===== config.mk =====
export PLATFORM = sky130hd
export DESIGN_NAME = bt_air_channel_n
export DESIGN_NICKNAME = d
export VERILOG_FILES = /design/src/rtl/bt_air_channel_n.sv
export SDC_FILE = /design/constraint.sdc
export NUM_CORES = 1
export LEC_CHECK = 0
export BUFFER_PORTS_ARGS = -buffer_cell sky130_fd_sc_hd__buf_2
export CORE_MARGIN = 10
export CORE_UTILIZATION = 30
export DETAILED_ROUTE_END_ITERATION = 7
export HOLD_SLACK_MARGIN = 0.08
export MAX_ROUTING_LAYER = met4
export SLEW_MARGIN = 40
export SYNTH_ARGS = -nofsm -noshare
export SYNTH_HDL_FRONTEND = slang
export SYNTH_SLANG_ARGS = --single-unit

===== constraint.sdc =====
create_clock -name clk_6M -period 7.6 [get_ports clk_6M]
set_clock_uncertainty 0.05 [all_clocks]
set_input_delay 0.76 -clock clk_6M [delete_from_list [all_inputs] [get_ports clk_6M]]
set_output_delay 0.76 -clock clk_6M [all_outputs]
set_load 0.005 [all_outputs]

===== src/rtl/bt_air_channel_n.sv =====
// Over-the-air channel model linking NDEV baseband devices on a shared clk_6M.
// Ports: clk_6M/rst (sync, active-high); per-device tx enable, bit and hop
//   channel in; per-device rx bit/valid/collision out; regi_* config; cnt_sel
//   selects which device's bits/errs/colls counters drive cnt_*; cnt_clr zeroes them.
module bt_air_channel_n #(
    parameter int          NDEV     = 4,
    parameter int          DELAY    = 2,
    parameter logic [15:0] SEED     = 16'hACE1,
    parameter logic        IDLE_BIT = 1'b0
) (
    input  logic                clk_6M,
    input  logic                rst,
    input  logic [NDEV-1:0]     dev_txen,
    input  logic [NDEV-1:0]     dev_txbit,
    input  logic [7*NDEV-1:0]   dev_fk,
    input  logic                regi_chan_en,
    input  logic                regi_err_en,
    input  logic [15:0]         regi_ber_thresh,
    input  logic [3:0]          cnt_sel,
    input  logic                cnt_clr,
    output logic [NDEV-1:0]     dev_rxbit,
    output logic [NDEV-1:0]     dev_rxvalid,
    output logic [NDEV-1:0]     dev_collision,
    output logic [15:0]         cnt_bits,
    output logic [15:0]         cnt_errs,
    output logic [15:0]         cnt_colls
);

    logic [15:0]     lfsr_q, lfsr_d;
    logic [NDEV-1:0] bit_d, vld_d, col_d, err_d;
    logic [NDEV-1:0] bit_q [DELAY];
    logic [NDEV-1:0] vld_q [DELAY];
    logic [NDEV-1:0] col_q [DELAY];
    logic [NDEV-1:0] err_q [DELAY];
    logic [15:0]     bits_q  [NDEV];
    logic [15:0]     errs_q  [NDEV];
    logic [15:0]     colls_q [NDEV];
    logic [NDEV-1:0] match;
    logic [15:0]     rot;

    // Fibonacci LFSR, taps 16,14,13,11; only runs while errors are enabled.
    always_comb begin
        lfsr_d = lfsr_q;
        if (regi_err_en)
            lfsr_d = {lfsr_q[0] ^ lfsr_q[2] ^ lfsr_q[3] ^ lfsr_q[5], lfsr_q[15:1]};
    end

    // Per-receiver resolution of matching transmitters.
    always_comb begin
        bit_d = {NDEV{IDLE_BIT}};
        vld_d = '0;
        col_d = '0;
        err_d = '0;
        match = '0;
        rot   = '0;
        for (int i = 0; i < NDEV; i++) begin
            match = '0;
            for (int j = 0; j < NDEV; j++) begin
                if (j != i && dev_txen[j] && !dev_txen[i] &&
                    (!regi_chan_en || dev_fk[7*j +: 7] == dev_fk[7*i +: 7]))
                    match[j] = 1'b1;
            end
            // Each receiver sees a different rotation so errors decorrelate.
            rot = (lfsr_q << i) | (lfsr_q >> (16 - i));
            if ($onehot(match)) begin
                vld_d[i] = 1'b1;
                err_d[i] = regi_err_en && (rot < regi_ber_thresh);
                bit_d[i] = (|(match & dev_txbit)) ^ err_d[i];
            end else if (match != '0) begin
                col_d[i] = 1'b1;
            end
        end
    end

    // Air-delay pipeline: stage 0 registers the resolution, the rest just delay it.
    always_ff @(posedge clk_6M) begin
        if (rst) begin
            lfsr_q <= SEED;
            for (int s = 0; s < DELAY; s++) begin
                bit_q[s] <= {NDEV{IDLE_BIT}};
                vld_q[s] <= '0;
                col_q[s] <= '0;
                err_q[s] <= '0;
            end
        end else begin
            lfsr_q   <= lfsr_d;
            bit_q[0] <= bit_d;
            vld_q[0] <= vld_d;
            col_q[0] <= col_d;
            err_q[0] <= err_d;
            for (int s = 1; s < DELAY; s++) begin
                bit_q[s] <= bit_q[s-1];
                vld_q[s] <= vld_q[s-1];
                col_q[s] <= col_q[s-1];
                err_q[s] <= err_q[s-1];
            end
        end
    end

    assign dev_rxbit     = bit_q[DELAY-1];
    assign dev_rxvalid   = vld_q[DELAY-1];
    assign dev_collision = col_q[DELAY-1];

    // Saturating statistics taken from the output stage; clear beats increment.
    always_ff @(posedge clk_6M) begin
        if (rst || cnt_clr) begin
            for (int i = 0; i < NDEV; i++) begin
                bits_q[i]  <= '0;
                errs_q[i]  <= '0;
                colls_q[i] <= '0;
            end
        end else begin
            for (int i = 0; i < NDEV; i++) begin
                if (vld_q[DELAY-1][i] && bits_q[i] != 16'hFFFF)
                    bits_q[i] <= bits_q[i] + 16'd1;
                if (err_q[DELAY-1][i] && errs_q[i] != 16'hFFFF)
                    errs_q[i] <= errs_q[i] + 16'd1;
                if (col_q[DELAY-1][i] && colls_q[i] != 16'hFFFF)
                    colls_q[i] <= colls_q[i] + 16'd1;
            end
        end
    end

    // Unpopulated selections read as zero.
    always_comb begin
        cnt_bits  = '0;
        cnt_errs  = '0;
        cnt_colls = '0;
        for (int i = 0; i < NDEV; i++) begin
            if (cnt_sel == 4'(i)) begin
                cnt_bits  = bits_q[i];
                cnt_errs  = errs_q[i];
                cnt_colls = colls_q[i];
            end
        end
    end

endmodule


Yosys cells after proc, flatten, opt, wreduce, memory -nomap -nowiden. Memory sizes are Yosys's and may differ from the RTL's. Cells that the tools add are included.

Word-level logic and storage cells: 269. Bits in writable memories: 224. Register bits after elaboration: 16. Memories: 7. Output and inout bits: 60.

Memories: bits_q (depth 4, width 16, read ports 4, clocked after Yosys merged registers in 0, write ports 4, line 35) `logic [15:0] bits_q [NDEV];`; colls_q (depth 4, width 16, read ports 4, clocked after Yosys merged registers in 0, write ports 4, line 37) `logic [15:0] colls_q [NDEV];`; errs_q (depth 4, width 16, read ports 4, clocked after Yosys merged registers in 0, write ports 4, line 36) `logic [15:0] errs_q [NDEV];`; bit_q (depth 2, width 4, read ports 2, clocked after Yosys merged registers in 0, write ports 2, line 31) `logic [NDEV-1:0] bit_q [DELAY];`; col_q (depth 2, width 4, read ports 2, clocked after Yosys merged registers in 0, write ports 2, line 33) `logic [NDEV-1:0] col_q [DELAY];`; err_q (depth 2, width 4, read ports 2, clocked after Yosys merged registers in 0, write ports 2, line 34) `logic [NDEV-1:0] err_q [DELAY];`; 1 more memories.

Mux-type cells: 105. Reductions and logical operators: 67. $add $sub $neg: 20. Eq/ne operators: 31. $lt $le $gt $ge: 4. Bitwise logic cells: 34.

Operators by type and width (number): two-way mux 16 bit (24); adder 16 x 1 -> 16 bit, second input constant (12); != test 16 bit, second input constant (12); equality test 7 bit (12); two-way mux 1 bit (73); < comparator 16 bit (4); logical AND 1 bit (40); two-way mux 4 bit (8); bitwise OR 1 bit (20); bitwise OR 16 x 1 -> 16 bit (1); bitwise OR 16 x 2 -> 16 bit (1); bitwise OR 16 x 3 -> 16 bit (1); OR reduction 4 bit (4); logical OR 1 bit (13); bitwise AND 4 bit (3); equality test 3 x 1 -> 1 bit, second input constant (4); nonzero test 3 bit (4); adder 1 x 1 -> 2 bit (4); equality test 4 x 2 -> 1 bit, second input constant (2); XOR 1 bit (7); adder 1 x 2 -> 3 bit (2); adder 2 x 1 -> 3 bit (2); zero test 1 bit (5); bitwise AND 3 x 4 -> 4 bit (1); 2 further kinds (2).

Logic depth before layout (Yosys ltp).
Depth in word-level cells: 9. Mapped depth: 10. Gate-level depth less buffers: 10.

Least setup slack after synthesis. No wires, ideal clock.

Path kind: input to register. Start point: in dev_fk[13]. End point: mem bit_q[0][3]. Library setup time: 123 ps. Path slack: 4677 ps. Arrival: 2749 ps. Stages on the path: 10. Path through: xor2_1 > nor4_1 > a31oi_1 > nor2_1 > and2_1 > fa_1 > nor2b_1 > nor2b_1 > and3_1 > mux2_1.

RTL lines: start: declaration (line 15) `input logic [7*NDEV-1:0] dev_fk,`; end: declaration (line 31).

Worst setup path after layout.
Start point: in cnt_sel[0]. End point: out cnt_bits[1].

Word-level cells in the longest chain between the ends: 5. Elaborated cells on any way between the ends: 8. Classes of those cells: eq/ne (3); mux (4); reduce/logical (1).

Ends and longest elaborated chain: start: declaration (line 19) `input logic [3:0] cnt_sel,`; zero test 4 bit (line 130) `if (cnt_sel == 4'(i)) begin`; two-way mux 16 bit (3 in series) (line 130); two-way mux 16 bit (*) (line 130); end: declaration (line 24) `output logic [15:0] cnt_bits,`.

Mark *: on every way between the ends. The rest lies on a longest branch, timed or not.

==> flow_summary.rst <==
.. list-table::
   :header-rows: 1

   * - Metric
     - Value
   * - Outcome
     - finished, final reports clean
   * - Detailed placement HPWL
     - between 20,000 and 30,000 µm
   * - Num ports
     - 121
   * - Critical path fanouts, max
     - 25
   * - Core area
     - slightly above 0.05 mm²
   * - Count of final hold-check violations
     - 0
   * - Critical path type
     - primary input to output port
   * - H-Tree Depth
     - 1
   * - Count of flip-flops with a built-in enable after synthesis
     - between 150 and 200
   * - Starting utilization of the core area
     - between 30% and 40%
   * - Post-synthesis sequential element count
     - between 200 and 250
   * - Worst-Skew Late Latency
     - just under 0.6 ns
   * - Setup slack of the critical path after layout
     - about 4.4 ns
   * - Sequential cell area fraction in the yosys report
     - ~43%
   * - Via-to-Cell Ratio
     - around 4.9
   * - Routed WL per cell
     - between 15 and 20 µm
   * - Placed cells
     - around 2,200
   * - Clk Tree Root Cell
     - sky130_fd_sc_hd__clkbuf_16
   * - Final #Nets
     - 1,706
   * - Final Max Tran Viols
     - 0
   * - Required time reported for the critical path endpoint
     - 6.79 ns
   * - Leakage power figure
     - between 6 and 7 nW
   * - Synthesized cell area
     - between 0.015 and 0.02 mm²
   * - CP Launch Type
     - primary input
   * - Row cnt
     - 83
   * - Clock Path Buffers
     - 3
   * - Mean cell area of the mapped netlist
     - ~11 µm²
   * - Fraction of registers with async set/reset
     - 0%
   * - Number of maximum-capacitance violations
     - 0
   * - Total of warnings raised by yosys
     - 0
   * - Fmax achieved
     - approximately 0.32 GHz
   * - Worst reg2reg setup slack
     - roughly 4.9 ns
   * - Hold-fix buffers, CTS
     - 0
   * - Die height
     - between 200 and 250 µm
   * - Min Tclk post-route
     - around 3.2 ns
   * - Critical Path Slowest Stage Cell
     - sky130_fd_sc_hd__mux4_2
   * - Placement Setup Slack
     - approximately 4.2 ns
   * - Grt total ovfl
     - 0
   * - Post-layout power
     - roughly 0.0034 W
   * - Area fraction of the dominant cell type after synthesis
     - 36.9%
   * - Area of the multi-input gates
     - 0.00832 mm²
   * - Overall Global Routing Usage
     - around an eighth
   * - Highest cell delay on the worst timing path
     - 0.57 ns
   * - Share of the clock period used by the worst path after layout
     - 41.8%
   * - Sequential cell area in the final layout
     - about 0.0067 mm²
   * - First-pass GRT wire length
     - roughly 62,000 µm
   * - Most frequent cell after synthesis
     - sky130_fd_sc_hd__nor2_1
   * - Count of buffers added by post-CTS timing repair for setup
     - 0
   * - CTS tree
     - yes
   * - Clk slew on worst S/H paths
     - approximately 0.06 ns
   * - Count of placed standard cells in the final layout, fillers left out
     - between 2,000 and 2,500
   * - Highest ir drop seen on vdd
     - about 0.15 mV
   * - Area of the die
     - ~0.062 mm²
   * - Area growth, synth to finish
     - 13.5%
   * - Type of destination of the critical path
     - output port
   * - Post-synthesis cell type with the largest combined area
     - sky130_fd_sc_hd__edfxtp_1
   * - Setup repair after global routing missed its margin
     - no
   * - Residual DRC count
     - 0
   * - Measured slew at the worst slew-check pin
     - ~0.79 ns
   * - Pin count of the biggest net entering global routing
     - just under 50
   * - Cell count after synthesis
     - about 1,500
   * - Clock buffer count from CTS
     - 29
   * - Biggest area contributors in the synthesized netlist
     - sky130_fd_sc_hd__edfxtp_1 37%, sky130_fd_sc_hd__mux4_2 6.9%, sky130_fd_sc_hd__xor2_1 6.9%
   * - Critical path cell sequence
     - buf_2, buf_4, buf_12, mux4_2, nor2b_1, buf_2
   * - Headroom to the max-slew limit
     - 47.6%
   * - Total negative slack
     - 0 ns
   * - Share of the core filled with cells in the final layout
     - 34.5%
   * - Antenna-violating nets left
     - 0
   * - Count of cell types in the netlist
     - 65
   * - Die W
     - 248 µm
   * - Vias after detailed routing
     - 11,100
   * - Total nets after synthesis
     - roughly 1,600
   * - Cells resized by post-CTS repair
     - 0
   * - Commonest register cell after synthesis
     - sky130_fd_sc_hd__edfxtp_1
   * - Proportion of layout cells with a drive suffix above 1
     - a little under a fifth
   * - Number of endpoints failing setup at the final stage
     - 0
   * - CP Data Arrival Time
     - approximately 2.4 ns
   * - Detailed Route WL
     - approximately 39,000 µm
   * - Number of port buffers
     - 120
   * - Power Dens Cells
     - around 190 mW/mm²
   * - Vias in the first global route
     - around 11,000
   * - Worst Hold Class
     - flop to flop
   * - Ant diodes
     - 0
   * - DRT iter0 DRCs
     - about 700
   * - TritonCTS Sinks
     - 240
   * - Cell repeated most along the worst path
     - sky130_fd_sc_hd__buf_2
   * - Number of fill cells
     - approximately 5,200
   * - Most used standard cells in the synthesized netlist
     - 215 x sky130_fd_sc_hd__nor2_1, 192 x sky130_fd_sc_hd__edfxtp_1, 123 x sky130_fd_sc_hd__xor2_1, 121 x sky130_fd_sc_hd__nand2_1, 87 x sky130_fd_sc_hd__xnor2_1
   * - Initial antenna violation count
     - 3
   * - Final RePlAce weighted congestion
     - 0.897
   * - Number of search-and-repair iterations in the first detailed-routing pass
     - 5
[sequential cells by signal (all words and copies together) (netlist names)]
signal / count
lfsr_q: 16
bits_q: 64
bit_q: 8
err_q: 8
errs_q: 64
colls_q: 64
col_q: 8
vld_q: 8
[power by group]
group          total, W  internal [W]  switching, W
Combinational  0.000350      0.000160      0.000190
Clock           0.00146      0.000877      0.000581
Sequential      0.00158       0.00149     0.0000898
[critical path, delay by kind of cell]
family / cells / cell delay, ns
buffers and inverters: 4 / 0.86
multiplexers: 1 / 0.57
AND/OR/NAND/NOR: 1 / 0.15
[layout by cell type (no fill, tap or decap), types with 5 or more instances in the layout]
cell / netlist / final
sky130_fd_sc_hd__nand4_1: 26 / 26
sky130_fd_sc_hd__nor2_2: 8 / 8
sky130_fd_sc_hd__clkbuf_8: 0 / 6
sky130_fd_sc_hd__or3_1: 15 / 11
sky130_fd_sc_hd__nor4_1: 5 / 5
sky130_fd_sc_hd__and4_4: 5 / 5
sky130_fd_sc_hd__a211o_1: 8 / 8
sky130_fd_sc_hd__ha_1: 75 / 75
sky130_fd_sc_hd__nand2_1: 121 / 120
sky130_fd_sc_hd__nor2_4: 33 / 33
sky130_fd_sc_hd__nand3_1: 71 / 71
sky130_fd_sc_hd__mux2i_1: 8 / 8
sky130_fd_sc_hd__dfxtp_1: 48 / 48
sky130_fd_sc_hd__xnor2_1: 87 / 87
sky130_fd_sc_hd__buf_2: 19 / 120
sky130_fd_sc_hd__a21oi_1: 35 / 35
sky130_fd_sc_hd__nor3_1: 17 / 17
sky130_fd_sc_hd__and4_1: 7 / 7
sky130_fd_sc_hd__a21o_1: 5 / 5
sky130_fd_sc_hd__inv_1: 49 / 49
sky130_fd_sc_hd__xor2_1: 123 / 123
sky130_fd_sc_hd__nor2b_1: 79 / 79
sky130_fd_sc_hd__and3_1: 31 / 31
sky130_fd_sc_hd__and3_4: 9 / 9
sky130_fd_sc_hd__nor2_1: 215 / 215
sky130_fd_sc_hd__clkinv_2: 0 / 6
sky130_fd_sc_hd__edfxtp_1: 192 / 192
sky130_fd_sc_hd__mux4_2: 48 / 48
sky130_fd_sc_hd__o21ai_0: 15 / 15
sky130_fd_sc_hd__clkbuf_16: 0 / 29
sky130_fd_sc_hd__and2_1: 7 / 7
sky130_fd_sc_hd__a31oi_1: 5 / 5
sky130_fd_sc_hd__nand2b_1: 9 / 9
[layout make-up]
| type | instances | area share [%] |
|---|---|---|
| clock inverter | 12 | 0.888 |
| tap | 680 | 4.79 |
| clock buffer | 42 | 4.77 |
| multi-input combinational | 1121 | 46.9 |
| timing repair buffer | 126 | 3.73 |
| inverter | 49 | 1.04 |
| sequential | 240 | 37.9 |
[per-layer routing]
metal  vias to the layer above  global-route usage, %  wire length, µm
met5                         -                      -                0
met4                         0                   3.49             1050
met3                        72                   1.95             1720
met2                       256                   20.7            18400
met1                      5388                   16.6            17700
li1                       5375                      -                -
[final timing paths]
path | start | end | depth (start not counted)
max | cnt_sel[0] | cnt_bits[1] | 6
min reg2reg | col_q[0][2]$_SDFF_PP0_ | col_q[0][6]$_SDFF_PP0_ | 1
min | col_q[0][2]$_SDFF_PP0_ | col_q[0][6]$_SDFF_PP0_ | 1
max reg2reg | errs_q[0][0]$_SDFFCE_PN0P_ | errs_q[0][15]$_SDFFCE_PN0P_ | 6
[kinds of logic after synthesis]
kind of cell / after synthesis / share of synthesized area [%]
simple gates: 673 / 23.0
buf+inv: 109 / 3.81
fa+ha+maj: 78 / 6.39
mux: 58 / 7.60
xor+xnor: 210 / 11.8
compound gates: 102 / 4.38
flops: 240 / 43.0
[through the flow]
stage                     hold WS [ns]  cell area, µm²
final                            0.387           17700
after global routing             0.409           17700
after CTS                        0.389           17700
after detailed placement         0.375           16700
after global placement           0.370           16700
after floorplan                  0.364           15600
No activity file was read; power rests on OpenSTA's default activity.
